**src/rtl/err_stats_16_if.sv**
```systemverilog
// Sample and statistics bundle for the err_stats_16 error-analysis stage.
// The master side feeds operands and approximate products and reads back
// the window statistics; the slave side is the analysis stage itself.
interface err_stats_16_if #(
    parameter int ACC_W = 48
);
    logic             start;
    logic             in_valid;
    logic             in_ready;
    logic [15:0]      x;
    logic [15:0]      y;
    logic [32:0]      prod_apx;
    logic             busy;
    logic             done;
    logic [31:0]      sample_count;
    logic [31:0]      err_count;
    logic [ACC_W-1:0] sum_abs_err;
    logic [32:0]      max_abs_err;

    modport master (
        output start, in_valid, x, y, prod_apx,
        input  in_ready, busy, done, sample_count, err_count, sum_abs_err, max_abs_err
    );

    modport slave (
        input  start, in_valid, x, y, prod_apx,
        output in_ready, busy, done, sample_count, err_count, sum_abs_err, max_abs_err
    );
endinterface

```
**src/rtl/err_stats_16.sv**
```systemverilog
// Streaming error-statistics stage for the 16-bit approximate multipliers.
// Recomputes the exact product, forms |prod_apx - x*y| in a three-stage
// pipeline and accumulates count / saturating sum / maximum of the error
// over a window of N_SAMPLES accepted samples.
module err_stats_16 #(
    parameter int unsigned N_SAMPLES = 1024,
    parameter int          ACC_W     = 48
) (
    input logic             clk,
    input logic             rst,
    err_stats_16_if.slave   bus
);
    typedef enum logic [1:0] {
        IDLE  = 2'd0,
        RUN   = 2'd1,
        DRAIN = 2'd2,
        DONE  = 2'd3
    } state_t;

    localparam logic [31:0] LAST_IDX = 32'(N_SAMPLES) - 32'd1;

    state_t           state_q, state_d;
    logic             drain_cnt_q, drain_cnt_d;
    logic             clear_stats;
    logic             accept;

    logic [31:0]      sample_count_q, sample_count_d;
    logic [31:0]      err_count_q, err_count_d;
    logic [ACC_W-1:0] sum_abs_err_q, sum_abs_err_d;
    logic [32:0]      max_abs_err_q, max_abs_err_d;

    logic             s1_valid_q, s1_valid_d;
    logic [15:0]      s1_x_q, s1_x_d;
    logic [15:0]      s1_y_q, s1_y_d;
    logic [32:0]      s1_prod_q, s1_prod_d;

    logic             s2_valid_q, s2_valid_d;
    logic [32:0]      s2_abs_q, s2_abs_d;
    logic             s2_nz_q, s2_nz_d;

    logic [31:0]      exact_prod;
    logic [32:0]      exact_ext;
    logic [32:0]      abs_err;
    logic [ACC_W:0]   sum_ext;

    assign accept = (state_q == RUN) && bus.in_valid;

    // Window control: start opens a window, the last acceptance drains the
    // two pipeline stages behind it, and DONE holds results until restarted.
    always_comb begin
        state_d     = state_q;
        drain_cnt_d = drain_cnt_q;
        clear_stats = 1'b0;
        case (state_q)
            IDLE: begin
                if (bus.start) begin
                    state_d     = RUN;
                    clear_stats = 1'b1;
                end
            end
            RUN: begin
                if (accept && (sample_count_q == LAST_IDX)) begin
                    state_d     = DRAIN;
                    drain_cnt_d = 1'b0;
                end
            end
            DRAIN: begin
                if (drain_cnt_q) begin
                    state_d = DONE;
                end else begin
                    drain_cnt_d = 1'b1;
                end
            end
            DONE: begin
                if (bus.start) begin
                    state_d     = RUN;
                    clear_stats = 1'b1;
                end
            end
            default: state_d = IDLE;
        endcase
    end

    // Error arithmetic: exact product and the unsigned distance to the
    // approximate product, always taken as larger minus smaller.
    always_comb begin
        exact_prod = s1_x_q * s1_y_q;
        exact_ext  = {1'b0, exact_prod};
        if (s1_prod_q >= exact_ext) begin
            abs_err = s1_prod_q - exact_ext;
        end else begin
            abs_err = exact_ext - s1_prod_q;
        end
        sum_ext = {1'b0, sum_abs_err_q} + (ACC_W+1)'(s2_abs_q);
    end

    // Pipeline stages and statistic updates; a window restart empties the
    // pipeline and zeroes every statistic in the same edge.
    always_comb begin
        s1_valid_d     = accept;
        s1_x_d         = s1_x_q;
        s1_y_d         = s1_y_q;
        s1_prod_d      = s1_prod_q;
        s2_valid_d     = s1_valid_q;
        s2_abs_d       = abs_err;
        s2_nz_d        = (abs_err != 33'd0);
        sample_count_d = sample_count_q;
        err_count_d    = err_count_q;
        sum_abs_err_d  = sum_abs_err_q;
        max_abs_err_d  = max_abs_err_q;

        if (accept) begin
            s1_x_d         = bus.x;
            s1_y_d         = bus.y;
            s1_prod_d      = bus.prod_apx;
            sample_count_d = sample_count_q + 32'd1;
        end

        if (s2_valid_q) begin
            err_count_d = err_count_q + {31'd0, s2_nz_q};
            if (sum_ext[ACC_W]) begin
                sum_abs_err_d = '1;
            end else begin
                sum_abs_err_d = sum_ext[ACC_W-1:0];
            end
            if (s2_abs_q > max_abs_err_q) begin
                max_abs_err_d = s2_abs_q;
            end
        end

        if (clear_stats) begin
            s1_valid_d     = 1'b0;
            s2_valid_d     = 1'b0;
            sample_count_d = 32'd0;
            err_count_d    = 32'd0;
            sum_abs_err_d  = '0;
            max_abs_err_d  = 33'd0;
        end
    end

    // State and datapath registers, cleared asynchronously by reset.
    always_ff @(posedge clk or posedge rst) begin
        if (rst) begin
            state_q        <= IDLE;
            drain_cnt_q    <= 1'b0;
            sample_count_q <= 32'd0;
            err_count_q    <= 32'd0;
            sum_abs_err_q  <= '0;
            max_abs_err_q  <= 33'd0;
            s1_valid_q     <= 1'b0;
            s1_x_q         <= 16'd0;
            s1_y_q         <= 16'd0;
            s1_prod_q      <= 33'd0;
            s2_valid_q     <= 1'b0;
            s2_abs_q       <= 33'd0;
            s2_nz_q        <= 1'b0;
        end else begin
            state_q        <= state_d;
            drain_cnt_q    <= drain_cnt_d;
            sample_count_q <= sample_count_d;
            err_count_q    <= err_count_d;
            sum_abs_err_q  <= sum_abs_err_d;
            max_abs_err_q  <= max_abs_err_d;
            s1_valid_q     <= s1_valid_d;
            s1_x_q         <= s1_x_d;
            s1_y_q         <= s1_y_d;
            s1_prod_q      <= s1_prod_d;
            s2_valid_q     <= s2_valid_d;
            s2_abs_q       <= s2_abs_d;
            s2_nz_q        <= s2_nz_d;
        end
    end

    assign bus.in_ready     = (state_q == RUN);
    assign bus.busy         = (state_q == RUN) || (state_q == DRAIN);
    assign bus.done         = (state_q == DONE);
    assign bus.sample_count = sample_count_q;
    assign bus.err_count    = err_count_q;
    assign bus.sum_abs_err  = sum_abs_err_q;
    assign bus.max_abs_err  = max_abs_err_q;
endmodule
```
**src/flat_wrapper.sv**
```systemverilog
// flat-port wrapper written by rule: the top's interface ports become plain ports
module err_stats_16_flat 
#(
    parameter int unsigned N_SAMPLES = 1024,
    parameter int          ACC_W     = 48
)
  (clk, rst, bus_start, bus_in_valid, bus_x, bus_y, bus_prod_apx, bus_in_ready, bus_busy, bus_done, bus_sample_count, bus_err_count, bus_sum_abs_err, bus_max_abs_err);
  err_stats_16_if #(.ACC_W(ACC_W)) bus_i ();
  input logic clk;
  input logic rst;
  input wire logic [$bits(bus_i.start)-1:0] bus_start;
  input wire logic [$bits(bus_i.in_valid)-1:0] bus_in_valid;
  input wire logic [$bits(bus_i.x)-1:0] bus_x;
  input wire logic [$bits(bus_i.y)-1:0] bus_y;
  input wire logic [$bits(bus_i.prod_apx)-1:0] bus_prod_apx;
  output wire logic [$bits(bus_i.in_ready)-1:0] bus_in_ready;
  output wire logic [$bits(bus_i.busy)-1:0] bus_busy;
  output wire logic [$bits(bus_i.done)-1:0] bus_done;
  output wire logic [$bits(bus_i.sample_count)-1:0] bus_sample_count;
  output wire logic [$bits(bus_i.err_count)-1:0] bus_err_count;
  output wire logic [$bits(bus_i.sum_abs_err)-1:0] bus_sum_abs_err;
  output wire logic [$bits(bus_i.max_abs_err)-1:0] bus_max_abs_err;
  assign bus_i.start = bus_start;
  assign bus_i.in_valid = bus_in_valid;
  assign bus_i.x = bus_x;
  assign bus_i.y = bus_y;
  assign bus_i.prod_apx = bus_prod_apx;
  assign bus_in_ready = bus_i.in_ready;
  assign bus_busy = bus_i.busy;
  assign bus_done = bus_i.done;
  assign bus_sample_count = bus_i.sample_count;
  assign bus_err_count = bus_i.err_count;
  assign bus_sum_abs_err = bus_i.sum_abs_err;
  assign bus_max_abs_err = bus_i.max_abs_err;
  err_stats_16 #(.N_SAMPLES(N_SAMPLES), .ACC_W(ACC_W)) u_core (.clk(clk), .rst(rst), .bus(bus_i));
endmodule
```
**config.mk**
```make
export PLATFORM = sky130hd
export DESIGN_NAME = err_stats_16_flat
export DESIGN_NICKNAME = d
export VERILOG_FILES = /design/src/rtl/err_stats_16_if.sv /design/src/rtl/err_stats_16.sv /design/src/flat_wrapper.sv
export SDC_FILE = /design/constraint.sdc
export NUM_CORES = 1
export LEC_CHECK = 0
export ABC_AREA = 1
export CORE_UTILIZATION = 35
export CTS_CLUSTER_SIZE = 16
export DETAILED_ROUTE_END_ITERATION = 6
export GPL_TIMING_DRIVEN = 1
export HOLD_SLACK_MARGIN = 0.15
export PLACE_DENSITY = 0.59
export SYNTH_ARGS = -nofsm -noshare
export SYNTH_HDL_FRONTEND = slang
export SYNTH_SLANG_ARGS = --single-unit
export TNS_END_PERCENT = 1
```
**constraint.sdc**
```tcl
create_clock -name clk -period 18.9 [get_ports clk]
set_clock_uncertainty 0.2 [all_clocks]
set_input_delay 1.89 -clock clk [delete_from_list [all_inputs] [get_ports clk]]
set_output_delay 1.89 -clock clk [all_outputs]
set_load 0.02 [all_outputs]
```
==> impl_metrics.ini <==
[detailed_routing]
dr.pass1.iters = 7
vias = 25210
drt_iter0_drc = 1539
drc = 0
final_antenna_net_count = 0
routed_wirelength_um = 86610
routed_via_density = 4.843
wl_per_cell_um = 16.64

[placed_design]
gp_congestion = 0.9419
portBuffers = 216
dp.cells = 5142
dp_hpwl_um = 70630
dpl-instance-area_um2 = 30690

[sta]
slew_headroom = 0.3415
max_clock_freq_ghz = 0.1094
final_hold_viol_count = 0
slew_viol_final = 0
rsz0062_at_grt = no
min_period_ns = 9.145
tightest_slew_ns = 0.9854
setup_viol = 0
fin_crit_sh = 0.4838
tns_ns = 0

[worst_setup_path]
crit_fanout = 23
reg2reg_from = u_core.s1_x_q[5]
worst-endpoint-required_ns = 19.16
reg2reg_depth = 35
crit_arrival_ns = 9.41
crit_type = reg -> reg
slowest_stage = dfrtp_1
slowest_delay_ns = 0.80
r2r-end = u_core.s2_nz_q
cp-startpoint = u_core.s1_x_q[5]
path_common_cell = nand2_1
crit_path_end_kind = flop
rrSetupSlack_ns = 9.76
endpoint = u_core.s2_nz_q
worstSetupStartpointType = flop

[clock_tree]
cts_hold_buf = 0
htree_levels = 2
cts.repair.resized = 0
clk_pin_slew_ns = 0.06
insertion_delay_ns = 0.58
numClockSinks = 249
cts_buffers = 36
clockBufferDepth = 3
tritoncts = done
cts_setup_buffers = 0
root_buffer = clkbuf_16

[global_route]
track_usage = 0.2157
grt_pass1_vias = 25300
antenna_found_initial = 0
grt_overflow_total = 0
grt_max_degree = 132
grt_pass1_wl_um = 137900

[finish]
postLayoutCoreUtil = 0.4099
layout_commonest_cell = nand2_1
seq_area_um2 = 6231
layout_common_cells = 1245 x nand2_1, 789 x inv_1, 249 x dfrtp_1
final_cells = 5205
final_cell_area_um2 = 31910
multi_input_area_um2 = 17920
syn2layout_area_growth_pct = 15.31
nFillCells = 8245
drive_above_1_share = 0.03145
n_antenna_cell = 0
fin_nets = 4647

[floorplan]
ios = 217
die_area_um2 = 80210
rows = 102
initial_core_util = 0.3555
core_area_um2 = 77850
die_y_um = 283.2
die_w_um = 283.2

[yosys]
yosys_warnings = 0
synth_area_per_cell_um2 = 6.916
synth_edf_count = 0
yosysSeqAreaShare = 0.2251
syn_area_um2 = 27680
syn_inst = 4002
synth-async-reset-ratio = 1.000
synth_flop_cell = dfrtp_1
synth_nets = 4509
yosysUniqueCellTypes = 61
ys_ff_latch = 249

[worst_hold_path]
hold_class = reg -> reg

[run]
cap_violations = 0

[status]
outcome = finished, final reports clean
cells in the mapped netlist (7+ instances only):
master	number	area [um2]
a211oi_1	9	67.56
a21o_1	13	97.59
a21oi_1	184	920.9
a31oi_1	15	93.84
clkbuf_1	103	386.6
dfrtp_1	249	6231
fa_1	197	3944
ha_1	241	3015
inv_1	791	2969
nand2_1	1246	4677
nand2_2	20	125.1
nand3_1	154	770.7
nand4_1	48	300.3
nor2_1	246	923.4
nor3_1	51	255.2
nor4_1	22	137.6
o21ai_0	205	1026
o21bai_1	15	112.6
o31ai_1	7	52.55
xnor2_1	25	219.0
xor2_1	66	578.1
per-stage QoR:
| stage | setup WS [ns] | hold WS, ns |
|---|---|---|
| floorplan | 9.967 | 0.2481 |
| global placement | 9.689 | 0.2507 |
| detailed placement | 9.675 | 0.2610 |
| CTS | 9.668 | 0.2639 |
| global route | 9.238 | 0.2904 |
| finish | 9.755 | 0.2635 |
metal layers:
layer  track usage  vias up  part of all wire
met5             0        -                 0
met4       0.05932        0             0.027
met3       0.03414      129             0.049
met2        0.3768      621              0.48
met1        0.2739    11860              0.44
li1              -    12600                 -
critical path, delay by kind of cell (launching register included):
family / cells / cell delay, ns
fa+ha+maj: 8 / 3.94
compound gates: 8 / 2.03
simple gates: 12 / 1.45
flops: 1 / 0.80
buf+inv: 6 / 0.35
xor+xnor: 1 / 0.21
state kept, by name, indices dropped and copies added, names as in the netlist:
signal	count
u_core.s2_abs_q	33
u_core.s1_prod_q	33
u_core.bus.sample_count	32
u_core.s1_x_q	16
u_core.s2_valid_q	1
u_core.s2_nz_q	1
u_core.state_q	2
u_core.bus.err_count	32
u_core.s1_y_q	16
u_core.bus.max_abs_err	33
u_core.drain_cnt_q	1
u_core.s1_valid_q	1
u_core.bus.sum_abs_err	48
how the worst min path moves through the flow:
stage / start / endpoint / slack, ns / cells after the start
final: u_core.s1_valid_q / u_core.s2_valid_q / 0.26 / 2
after global routing: u_core.s1_valid_q / u_core.s2_valid_q / 0.29 / 2
after CTS: u_core.s1_valid_q / u_core.s2_valid_q / 0.26 / 2
after detailed placement: u_core.s1_valid_q / u_core.s2_valid_q / 0.26 / 2
after global placement: u_core.s1_valid_q / u_core.s2_valid_q / 0.25 / 2
after floorplan: u_core.s1_valid_q / u_core.s2_valid_q / 0.25 / 2
logic make-up (layout without fill, tap and decap cells):
family	Yosys count	count (layout)	share of synthesized area
and+or+nand+nor	1823	1823	0.2725
buffers and inverters	923	1086	0.1277
AOI/OAI and AO/OA	478	478	0.09439
adders and majority gates	438	438	0.2514
DFF	249	249	0.2251
xor gates and xnor gates	91	91	0.02880
area by class of cell:
cell class                      instances  share of cell area
Sequential cell                       249              0.1952
Clock buffer                           44             0.03074
Tap cell                             1040             0.04077
Multi-Input combinational cell       2830              0.5615
Timing Repair Buffer                  226             0.07010
Inverter                              797             0.09409
Clock inverter                         19            0.007527
Power is not shown: default switching activity piles up to over one toggle a cycle in this logic, so the estimate is an artifact.
